**src/rtl/dmem_port_arbiter_pkg.sv**
```systemverilog
// Shared definitions for the data-memory port arbiter: FSM encoding, requester IDs and a
// counter-width helper.
package dmem_port_arbiter_pkg;

  localparam logic [1:0] IDLE     = 2'd0;
  localparam logic [1:0] CPU_BUSY = 2'd1;
  localparam logic [1:0] LD_BUSY  = 2'd2;

  typedef enum logic [1:0] {
    StIdle    = IDLE,
    StCpuBusy = CPU_BUSY,
    StLdBusy  = LD_BUSY
  } arb_state_e;

  typedef enum logic {
    ReqCpu = 1'b0,
    ReqLd  = 1'b1
  } req_id_e;

  // Bits needed to hold values 0..max_val, never less than one.
  function automatic int unsigned cnt_width(input int unsigned max_val);
    return (max_val < 2) ? 1 : $clog2(max_val + 1);
  endfunction

endpackage

```
**src/rtl/dmem_port_arbiter_arb_fair_ctr.sv**
```systemverilog
// Fairness arbiter: CPU has priority, but the loader wins once the CPU has taken
// MaxCpuStreak consecutive grants while the loader was waiting.
module arb_fair_ctr
  import dmem_port_arbiter_pkg::*;
#(
  parameter int unsigned MaxCpuStreak = 4
) (
  input  logic clk_i,
  input  logic rst_i,
  input  logic arb_en_i,
  input  logic cpu_req_i,
  input  logic ld_req_i,
  output logic gnt_cpu_o,
  output logic gnt_ld_o
);

  localparam int unsigned CntW = cnt_width(MaxCpuStreak);
  localparam logic [CntW-1:0] StreakMax = CntW'(MaxCpuStreak);

  logic [CntW-1:0] streak_q, streak_d;

  always_comb begin
    gnt_ld_o  = arb_en_i & ld_req_i & (~cpu_req_i | (streak_q == StreakMax));
    gnt_cpu_o = arb_en_i & cpu_req_i & ~gnt_ld_o;

    streak_d = streak_q;
    if (!ld_req_i || gnt_ld_o) begin
      streak_d = '0;
    end else if (gnt_cpu_o && (streak_q != StreakMax)) begin
      streak_d = streak_q + 1'b1;
    end
  end

  always_ff @(posedge clk_i or posedge rst_i) begin
    if (rst_i) begin
      streak_q <= '0;
    end else begin
      streak_q <= streak_d;
    end
  end

endmodule

```
**src/rtl/dmem_port_arbiter.sv**
```systemverilog
// Data-memory port sequencer: arbitrates CPU vs loader onto a req/ack memory port,
// stalls the pipeline while a CPU access is outstanding and aborts hung accesses.
module dmem_port_arbiter
  import dmem_port_arbiter_pkg::*;
#(
  parameter int unsigned ADDR_W         = 32,
  parameter int unsigned DATA_W         = 32,
  parameter int unsigned MAX_CPU_STREAK = 4,
  parameter int unsigned TIMEOUT        = 64
) (
  input  logic                clk,
  input  logic                rst,
  input  logic                cpu_req,
  input  logic                cpu_we,
  input  logic [ADDR_W-1:0]   cpu_addr,
  input  logic [DATA_W-1:0]   cpu_wdata,
  input  logic [DATA_W/8-1:0] cpu_wstrb,
  output logic [DATA_W-1:0]   cpu_rdata,
  output logic                cpu_valid,
  output logic                cpu_err,
  output logic                stall_o,
  input  logic                ld_req,
  input  logic                ld_we,
  input  logic [ADDR_W-1:0]   ld_addr,
  input  logic [DATA_W-1:0]   ld_wdata,
  input  logic [DATA_W/8-1:0] ld_wstrb,
  output logic [DATA_W-1:0]   ld_rdata,
  output logic                ld_done,
  output logic                ld_err,
  output logic                mem_req,
  output logic                mem_we,
  output logic [ADDR_W-1:0]   mem_addr,
  output logic [DATA_W-1:0]   mem_wdata,
  output logic [DATA_W/8-1:0] mem_wstrb,
  input  logic [DATA_W-1:0]   mem_rdata,
  input  logic                mem_ack,
  output logic                err_sticky,
  input  logic                err_clr
);

  localparam int unsigned StrbW = DATA_W / 8;
  localparam int unsigned TmoW  = cnt_width(TIMEOUT - 1);
  localparam logic [TmoW-1:0] TmoLast = TmoW'(TIMEOUT - 1);

  arb_state_e        state_q, state_d;
  logic              mem_req_q, mem_req_d;
  logic              mem_we_q, mem_we_d;
  logic [ADDR_W-1:0] mem_addr_q, mem_addr_d;
  logic [DATA_W-1:0] mem_wdata_q, mem_wdata_d;
  logic [StrbW-1:0]  mem_wstrb_q, mem_wstrb_d;
  logic [TmoW-1:0]   tmo_q, tmo_d;
  logic [DATA_W-1:0] cpu_rdata_q, cpu_rdata_d;
  logic [DATA_W-1:0] ld_rdata_q, ld_rdata_d;
  logic              cpu_valid_q, cpu_valid_d;
  logic              cpu_err_q, cpu_err_d;
  logic              ld_done_q, ld_done_d;
  logic              ld_err_q, ld_err_d;
  logic              err_sticky_q, err_sticky_d;

  logic              arb_en, gnt_cpu, gnt_ld, finish;
  req_id_e           owner;

  // No grant in a completion-pulse cycle: that requester's access has just finished.
  assign arb_en = (state_q == StIdle) & ~cpu_valid_q & ~ld_done_q;

  arb_fair_ctr #(
    .MaxCpuStreak(MAX_CPU_STREAK)
  ) u_fair_ctr (
    .clk_i    (clk),
    .rst_i    (rst),
    .arb_en_i (arb_en),
    .cpu_req_i(cpu_req),
    .ld_req_i (ld_req),
    .gnt_cpu_o(gnt_cpu),
    .gnt_ld_o (gnt_ld)
  );

  always_comb begin
    state_d      = state_q;
    mem_req_d    = mem_req_q;
    mem_we_d     = mem_we_q;
    mem_addr_d   = mem_addr_q;
    mem_wdata_d  = mem_wdata_q;
    mem_wstrb_d  = mem_wstrb_q;
    tmo_d        = tmo_q;
    cpu_rdata_d  = cpu_rdata_q;
    ld_rdata_d   = ld_rdata_q;
    cpu_valid_d  = 1'b0;
    cpu_err_d    = 1'b0;
    ld_done_d    = 1'b0;
    ld_err_d     = 1'b0;
    err_sticky_d = err_sticky_q & ~err_clr;
    owner        = (state_q == StLdBusy) ? ReqLd : ReqCpu;
    finish       = mem_ack | (tmo_q == TmoLast);

    unique case (state_q)
      StIdle: begin
        if (gnt_cpu) begin
          state_d     = StCpuBusy;
          mem_req_d   = 1'b1;
          mem_we_d    = cpu_we;
          mem_addr_d  = cpu_addr;
          mem_wdata_d = cpu_wdata;
          mem_wstrb_d = cpu_wstrb;
          tmo_d       = '0;
        end else if (gnt_ld) begin
          state_d     = StLdBusy;
          mem_req_d   = 1'b1;
          mem_we_d    = ld_we;
          mem_addr_d  = ld_addr;
          mem_wdata_d = ld_wdata;
          mem_wstrb_d = ld_wstrb;
          tmo_d       = '0;
        end
      end
      StCpuBusy, StLdBusy: begin
        if (finish) begin
          state_d   = StIdle;
          mem_req_d = 1'b0;
          // An ack in the final timeout cycle still counts as a normal completion.
          if (owner == ReqCpu) begin
            cpu_valid_d = 1'b1;
            cpu_err_d   = ~mem_ack;
            if (!mem_ack) begin
              cpu_rdata_d = '0;
            end else if (!mem_we_q) begin
              cpu_rdata_d = mem_rdata;
            end
          end else begin
            ld_done_d = 1'b1;
            ld_err_d  = ~mem_ack;
            if (!mem_ack) begin
              ld_rdata_d = '0;
            end else if (!mem_we_q) begin
              ld_rdata_d = mem_rdata;
            end
          end
          if (!mem_ack) begin
            err_sticky_d = 1'b1;
          end
        end else begin
          tmo_d = tmo_q + 1'b1;
        end
      end
      default: state_d = StIdle;
    endcase
  end

  always_ff @(posedge clk or posedge rst) begin
    if (rst) begin
      state_q      <= StIdle;
      mem_req_q    <= 1'b0;
      mem_we_q     <= 1'b0;
      mem_addr_q   <= '0;
      mem_wdata_q  <= '0;
      mem_wstrb_q  <= '0;
      tmo_q        <= '0;
      cpu_rdata_q  <= '0;
      ld_rdata_q   <= '0;
      cpu_valid_q  <= 1'b0;
      cpu_err_q    <= 1'b0;
      ld_done_q    <= 1'b0;
      ld_err_q     <= 1'b0;
      err_sticky_q <= 1'b0;
    end else begin
      state_q      <= state_d;
      mem_req_q    <= mem_req_d;
      mem_we_q     <= mem_we_d;
      mem_addr_q   <= mem_addr_d;
      mem_wdata_q  <= mem_wdata_d;
      mem_wstrb_q  <= mem_wstrb_d;
      tmo_q        <= tmo_d;
      cpu_rdata_q  <= cpu_rdata_d;
      ld_rdata_q   <= ld_rdata_d;
      cpu_valid_q  <= cpu_valid_d;
      cpu_err_q    <= cpu_err_d;
      ld_done_q    <= ld_done_d;
      ld_err_q     <= ld_err_d;
      err_sticky_q <= err_sticky_d;
    end
  end

  assign mem_req    = mem_req_q;
  assign mem_we     = mem_we_q;
  assign mem_addr   = mem_addr_q;
  assign mem_wdata  = mem_wdata_q;
  assign mem_wstrb  = mem_wstrb_q;
  assign cpu_rdata  = cpu_rdata_q;
  assign cpu_valid  = cpu_valid_q;
  assign cpu_err    = cpu_err_q;
  assign ld_rdata   = ld_rdata_q;
  assign ld_done    = ld_done_q;
  assign ld_err     = ld_err_q;
  assign err_sticky = err_sticky_q;
  assign stall_o    = cpu_req & ~cpu_valid_q;

endmodule

```
**config.mk**
```make
export PLATFORM = sky130hd
export DESIGN_NAME = dmem_port_arbiter
export DESIGN_NICKNAME = d
export VERILOG_FILES = /design/src/rtl/dmem_port_arbiter_pkg.sv /design/src/rtl/dmem_port_arbiter_arb_fair_ctr.sv /design/src/rtl/dmem_port_arbiter.sv
export SDC_FILE = /design/constraint.sdc
export NUM_CORES = 1
export LEC_CHECK = 0
export ABC_AREA = 1
export BUFFER_PORTS_ARGS = -buffer_cell sky130_fd_sc_hd__buf_2
export CAP_MARGIN = 25
export CORE_MARGIN = 5
export CORE_UTILIZATION = 47
export CTS_CLUSTER_SIZE = 25
export DETAILED_ROUTE_END_ITERATION = 10
export MAX_ROUTING_LAYER = met4
export PLACE_DENSITY = 0.81
export SYNTH_ARGS = -nofsm -noshare
export SYNTH_HDL_FRONTEND = slang
export SYNTH_HIERARCHICAL = 1
export SYNTH_SLANG_ARGS = --single-unit
export TNS_END_PERCENT = 50
```
**constraint.sdc**
```tcl
create_clock -name clk -period 6.3 [get_ports clk]
set_input_delay 1.575 -clock clk [delete_from_list [all_inputs] [get_ports clk]]
set_output_delay 1.575 -clock clk [all_outputs]
set_load 0.05 [all_outputs]
```
After elaboration in Yosys (flattened, before gate mapping)
Index checks and enable logic that the tools add are counted.
{"block": "totals", "register_bits": 150, "in_bits": 176, "elab_cells": 97, "out_inout_bits": 140}
{"block": "op_classes", "n_eq_ne": 9, "n_reduce_logical": 14, "addsub": 2, "n_bitwise": 17, "muxes": 40}
{"cell": "$mux 32", "n": 6}
{"cell": "$mux 1", "n": 21}
{"cell": "$mux 6", "n": 3}
{"cell": "$pmux 6 s2", "n": 1}
{"cell": "$and 1x1->1", "n": 8}
{"cell": "$mux 4", "n": 2}
{"cell": "$reduce_and 4->1", "n": 2}
{"cell": "$not 1->1", "n": 7}
{"cell": "$add 6x1->6 const B", "n": 1}
{"cell": "$eq 6x6->1 const B", "n": 1}
{"cell": "$mux 2", "n": 3}
{"cell": "$mux 3", "n": 2}
{"cell": "$ne 2x2->1 const B", "n": 3}
{"cell": "$ne 3x3->1 const B", "n": 2}
{"cell": "$reduce_and 3->1", "n": 2}
{"cell": "$reduce_bool 2->1", "n": 3}
{"cell": "$pmux 2 s2", "n": 1}
{"cell": "$reduce_and 2->1", "n": 2}
{"cell": "$add 3x1->3 const B", "n": 1}
{"cell": "$eq 3x3->1 const B", "n": 1}
{"cell": "$eq 2x1->1 const B", "n": 1}
{"cell": "$eq 2x2->1 const B", "n": 1}
{"cell": "$logic_not 2->1", "n": 1}
{"cell": "$or 1x1->1", "n": 2}
{"cell": "5 further kinds", "n": 5}

Longest topological paths before layout
{"block": "logic_depth", "depth_word": 10, "ltp_mapped": 15, "ltp_nobuf": 14}

Cells and area by module
Netlist, hierarchy kept.
{"mod": "dmem_port_arbiter", "instances": 1, "area_per_inst_um2": 6411.1, "cells_per_inst": 719}
{"mod": "arb_fair_ctr", "instances": 1, "area_per_inst_um2": 216.5, "cells_per_inst": 32}

Least setup slack after synthesis
Ideal clock, no wire load.
{"block": "synth_timing", "path_type": "in2out", "startpoint": "input cpu_req", "endpoint": "output stall_o", "stages": 2, "setup_slack_ps": 2484, "t_arrival_ps": 2241, "n_path_buf": 0, "path_cell_list": "inv_1 nor2_1"}
{"block": "synth_via", "elab_chain_cells": 1}
{"item": "start: declaration", "line_no": "dmem_port_arbiter.sv:13", "text": "input logic cpu_req,"}
{"item": "$and 1x1->1", "line_no": "dmem_port_arbiter.sv:195", "text": "assign stall_o = cpu_req & ~cpu_valid_q;"}
{"item": "end: declaration", "line_no": "dmem_port_arbiter.sv:21", "text": "output logic stall_o,"}
No other way between the ends.

Worst setup path in the final report
Ends and elaborated chain as after synthesis.

==> results.yml <==
grt:
  grt_pass1_wl_um: 29990
  grt_max_degree: 123
  overflow: 0
  grt_antenna_before_repair: 2
  grt_pass1_vias: 5989
  grt_util_all_layers_pct: 23.82
worst_setup_path:
  end_kind: "output port"
  crit_fanout: 4
  max_stage_delay_ns: 0.26
  slowest_stage: "buf_2"
  required_ns: 4.72
  critical_path_class: "in -> out"
  startpoint_type: "input port"
  worst-path-buf-inv: 3
  cp.arrival_ns: 2.08
  crit_path_frequent_cell: "buf_2"
  critPathTopFamily: "buffers and inverters"
  path_cells: "buf_2 -> inv_1 -> nor2_1 -> buf_2"
logic_synthesis:
  synth.area.top_cells: "dfrtp_1 57%, nand2_1 16%, a31oi_1 6.5%, nor2_1 4.7%, o21ai_2 3.3%"
  synth_compound_area_share_pct: 13.71
  synth_area_leader_cell: "dfrtp_1"
  synth_seq_cells: 150
  yosysSeqAreaShare_pct: 56.64
  syn_area_mm2: 0.006628
  synth_top_area_share_pct: 56.64
  syn_avg_cell_area_um2: 8.825
  synth_top_family_by_area: "simple AND/OR/NAND/NOR gates"
  synth_xor_area_share_pct: 0.3965
  ys_warn_count: 6
  synthCells: 751
  yosysUniqueCellTypes: 27
  synthSimpleGateAreaFrac_pct: 22.37
  yosys.area_share.adder_pct: 1.133
  syn-num-nets: 933
  synthMuxAreaShare_pct: 0
drt:
  routed_via_density: 4.993
  ant_nets: 0
  drt-initial-drc-count: 340
  drc_errors: 0
  routedWlPerCell_um: 15.70
  drt-total-wl_um: 19420
  vias: 6176
  dr.pass1.iters: 5
clock_tree:
  hold_buffers: 0
  cts.sinks: 150
  post_cts_buffers: 0
  clk_latency_ns: 0.41
  cts_buffers: 17
  cts_resized: 0
  root_buffer: "clkbuf_16"
  clkTransAtPathRegs_ns: 0.06
  tritoncts: "built"
  cts_buffer_depth: 2
  cts_max_level: 4
pwr:
  seq_power_share_pct: 28.1
  p_int_w: 0.002757
  switching_share_pct: 53.76
  power_frac_comb_pct: 55.3
  cellPowerDensity_mw_per_mm2: 679.0
  p_leak_nw: 4.570
  p_switching_w: 0.003205
  power_frac_clock_pct: 16.5
  ir_drop_v: 0.0003465
place:
  globalplace.congestion: 0.8688
  dp.cells: 1203
  hpwl_um: 14210
  numPortBuffers: 315
job:
  maxCapViolations: 0
timing:
  fmax_mhz: 273.5
  tightest_slew_ns: 0.9246
  setup_viol: 0
  period_needed_ns: 3.656
  period_share_pct: 58.03
  skew_ns: 0.005543
  rsz0062_at_grt: "false"
  max_slew_margin_pct: 38.36
  final.setup.tns_ns: 0
  hold_viol_final: 0
  slew_violations: 0
final_layout:
  syn_to_final_growth_pct: 32.51
  stdcell_count: 1237
  fillers: 1213
  nets: 1224
  regArea_mm2: 0.003754
  drive_gt1_share_pct: 36.78
  multi_input_area_mm2: 0.002507
status:
  status: "finished clean"
floorplanning:
  num_rows: 43
  fp.dieW_um: 128.8
  die_h_um: 128.8
  ios: 316
  die-area_mm2: 0.01658
  initial_core_util_pct: 47.75
  core_mm2: 0.01388
worst_hold_path:
  hold_path_class: "reg -> reg"
==> final timing paths <==
kind	endpoint	cells after the start	from	slack [ns]
worst max register to register	tmo_q[2]	16	state_q[0]	2.71
worst max-delay path	stall_o	4	cpu_req	2.64
min in group asynchronous	u_fair_ctr/streak_q[2]	2	rst	1.07
max in group asynchronous	mem_wdata[8]	3	rst	3.81
worst min-delay path	ld_rdata[7]	2	ld_rdata[7]	0.48
worst min register to register	ld_rdata[7]	2	ld_rdata[7]	0.48
==> registers in the layout, summed over array words and instances, names as in the netlist, 2 cells and up <==
name and flops:
ld_rdata 32, mem_addr 32, mem_wstrb 4, mem_wdata 32, u_fair_ctr/streak_q 3, cpu_rdata 32
state_q 2, tmo_q 6
==> cells in the final DEF (no fill, tap or decap), types with 3 or more instances in the layout <==
cell type   netlist  routed
buf_2            11     315
nand2_1         278     278
dfrtp_1         150     150
nor2_1           83      82
a31oi_1          69      69
o21ai_1          39      39
o21ai_2          25      25
inv_1            22      21
clkbuf_16         0      17
nand3_1           8       8
ha_1              6       6
clkinvlp_4        0       5
a21oi_1           4       4
o21ai_0           3       3
clkinv_2          0       3
buf_4             7       3
nand2_2           3       3
==> final cells by class <==
cell class	instances	area share (%)
inverters	24	1.083
clock buffers	20	5.086
well taps	180	2.564
diodes	2	0.05699
clock inverters	12	1.482
flip-flops and latches	150	42.74
multi-input cells	530	28.55
repair buffers	319	18.44
==> metrics by stage <==
step           setup WS (ns)  hold slack, ns  utilization [%]  instance area, um2  total power, W
2_1_floorplan         0.7737          0.4419                -                6628        0.004222
4_1_cts                2.644          0.4792            63.23                8777        0.006003
3_5_place_dp           2.269          0.4637            59.08                8200        0.004997
5_1_grt                2.349          0.4968            63.27                8782        0.006291
3_3_place_gp           2.343          0.4596            59.08                8200        0.004928
6_report               2.644          0.4770            63.27                8782        0.005963
==> synthesized netlist by cell type <==
master	number
buf_2	11
nor2_1	83
a21oi_1	4
nand3_1	8
o21ai_0	3
nand3_2	1
ha_1	6
o21ai_1	39
inv_1	22
clkbuf_1	17
dfrtp_1	150
a31oi_1	69
nand3_4	2
nand4_1	1
inv_2	2
buf_6	10
xnor2_1	1
xor2_1	2
o21ai_2	25
nand2_1	278
buf_4	7
nor2_2	2
a21oi_2	1
o21bai_4	1
buf_1	2
nand2_2	3
nor3_1	1
==> power by group through the flow <==
stage	clock network [W]	registers, W	logic (W)
6_report	0.000987	0.00168	0.00330
5_1_grt	0.00105	0.00173	0.00351
4_1_cts	0.00101	0.00168	0.00332
3_5_place_dp	0	0.00169	0.00331
3_3_place_gp	0	0.00167	0.00326
2_1_floorplan	0	0.00320	0.00103
==> logic make-up (layout without fill, tap and decap cells) <==
group,after synthesis,in the layout
and+or+nand+nor,379,379
DFF,150,150
AOI/OAI and AO/OA,142,142
buffers and inverters,71,375
adders and majority gates,6,6
xor gates and xnor gates,3,3
other,0,2
==> layer usage <==
layer  global-route usage, %  wire length, um  share of wire (%)
met1                   28.77             7574                 39
met2                   38.23             9568                 49
met3                   5.853             1689                8.7
met4                   10.07              584                3.0
met5                       -                0                  0
==> tightest hold or removal path, delay by kind of cell (launching register included) <==
family,cells,cell delay (ns)
flip-flops,1,0.34
AND/OR/NAND/NOR,1,0.06
AO/OA/AOI/OAI,1,0.05
(Power assumes the default switching activity.)
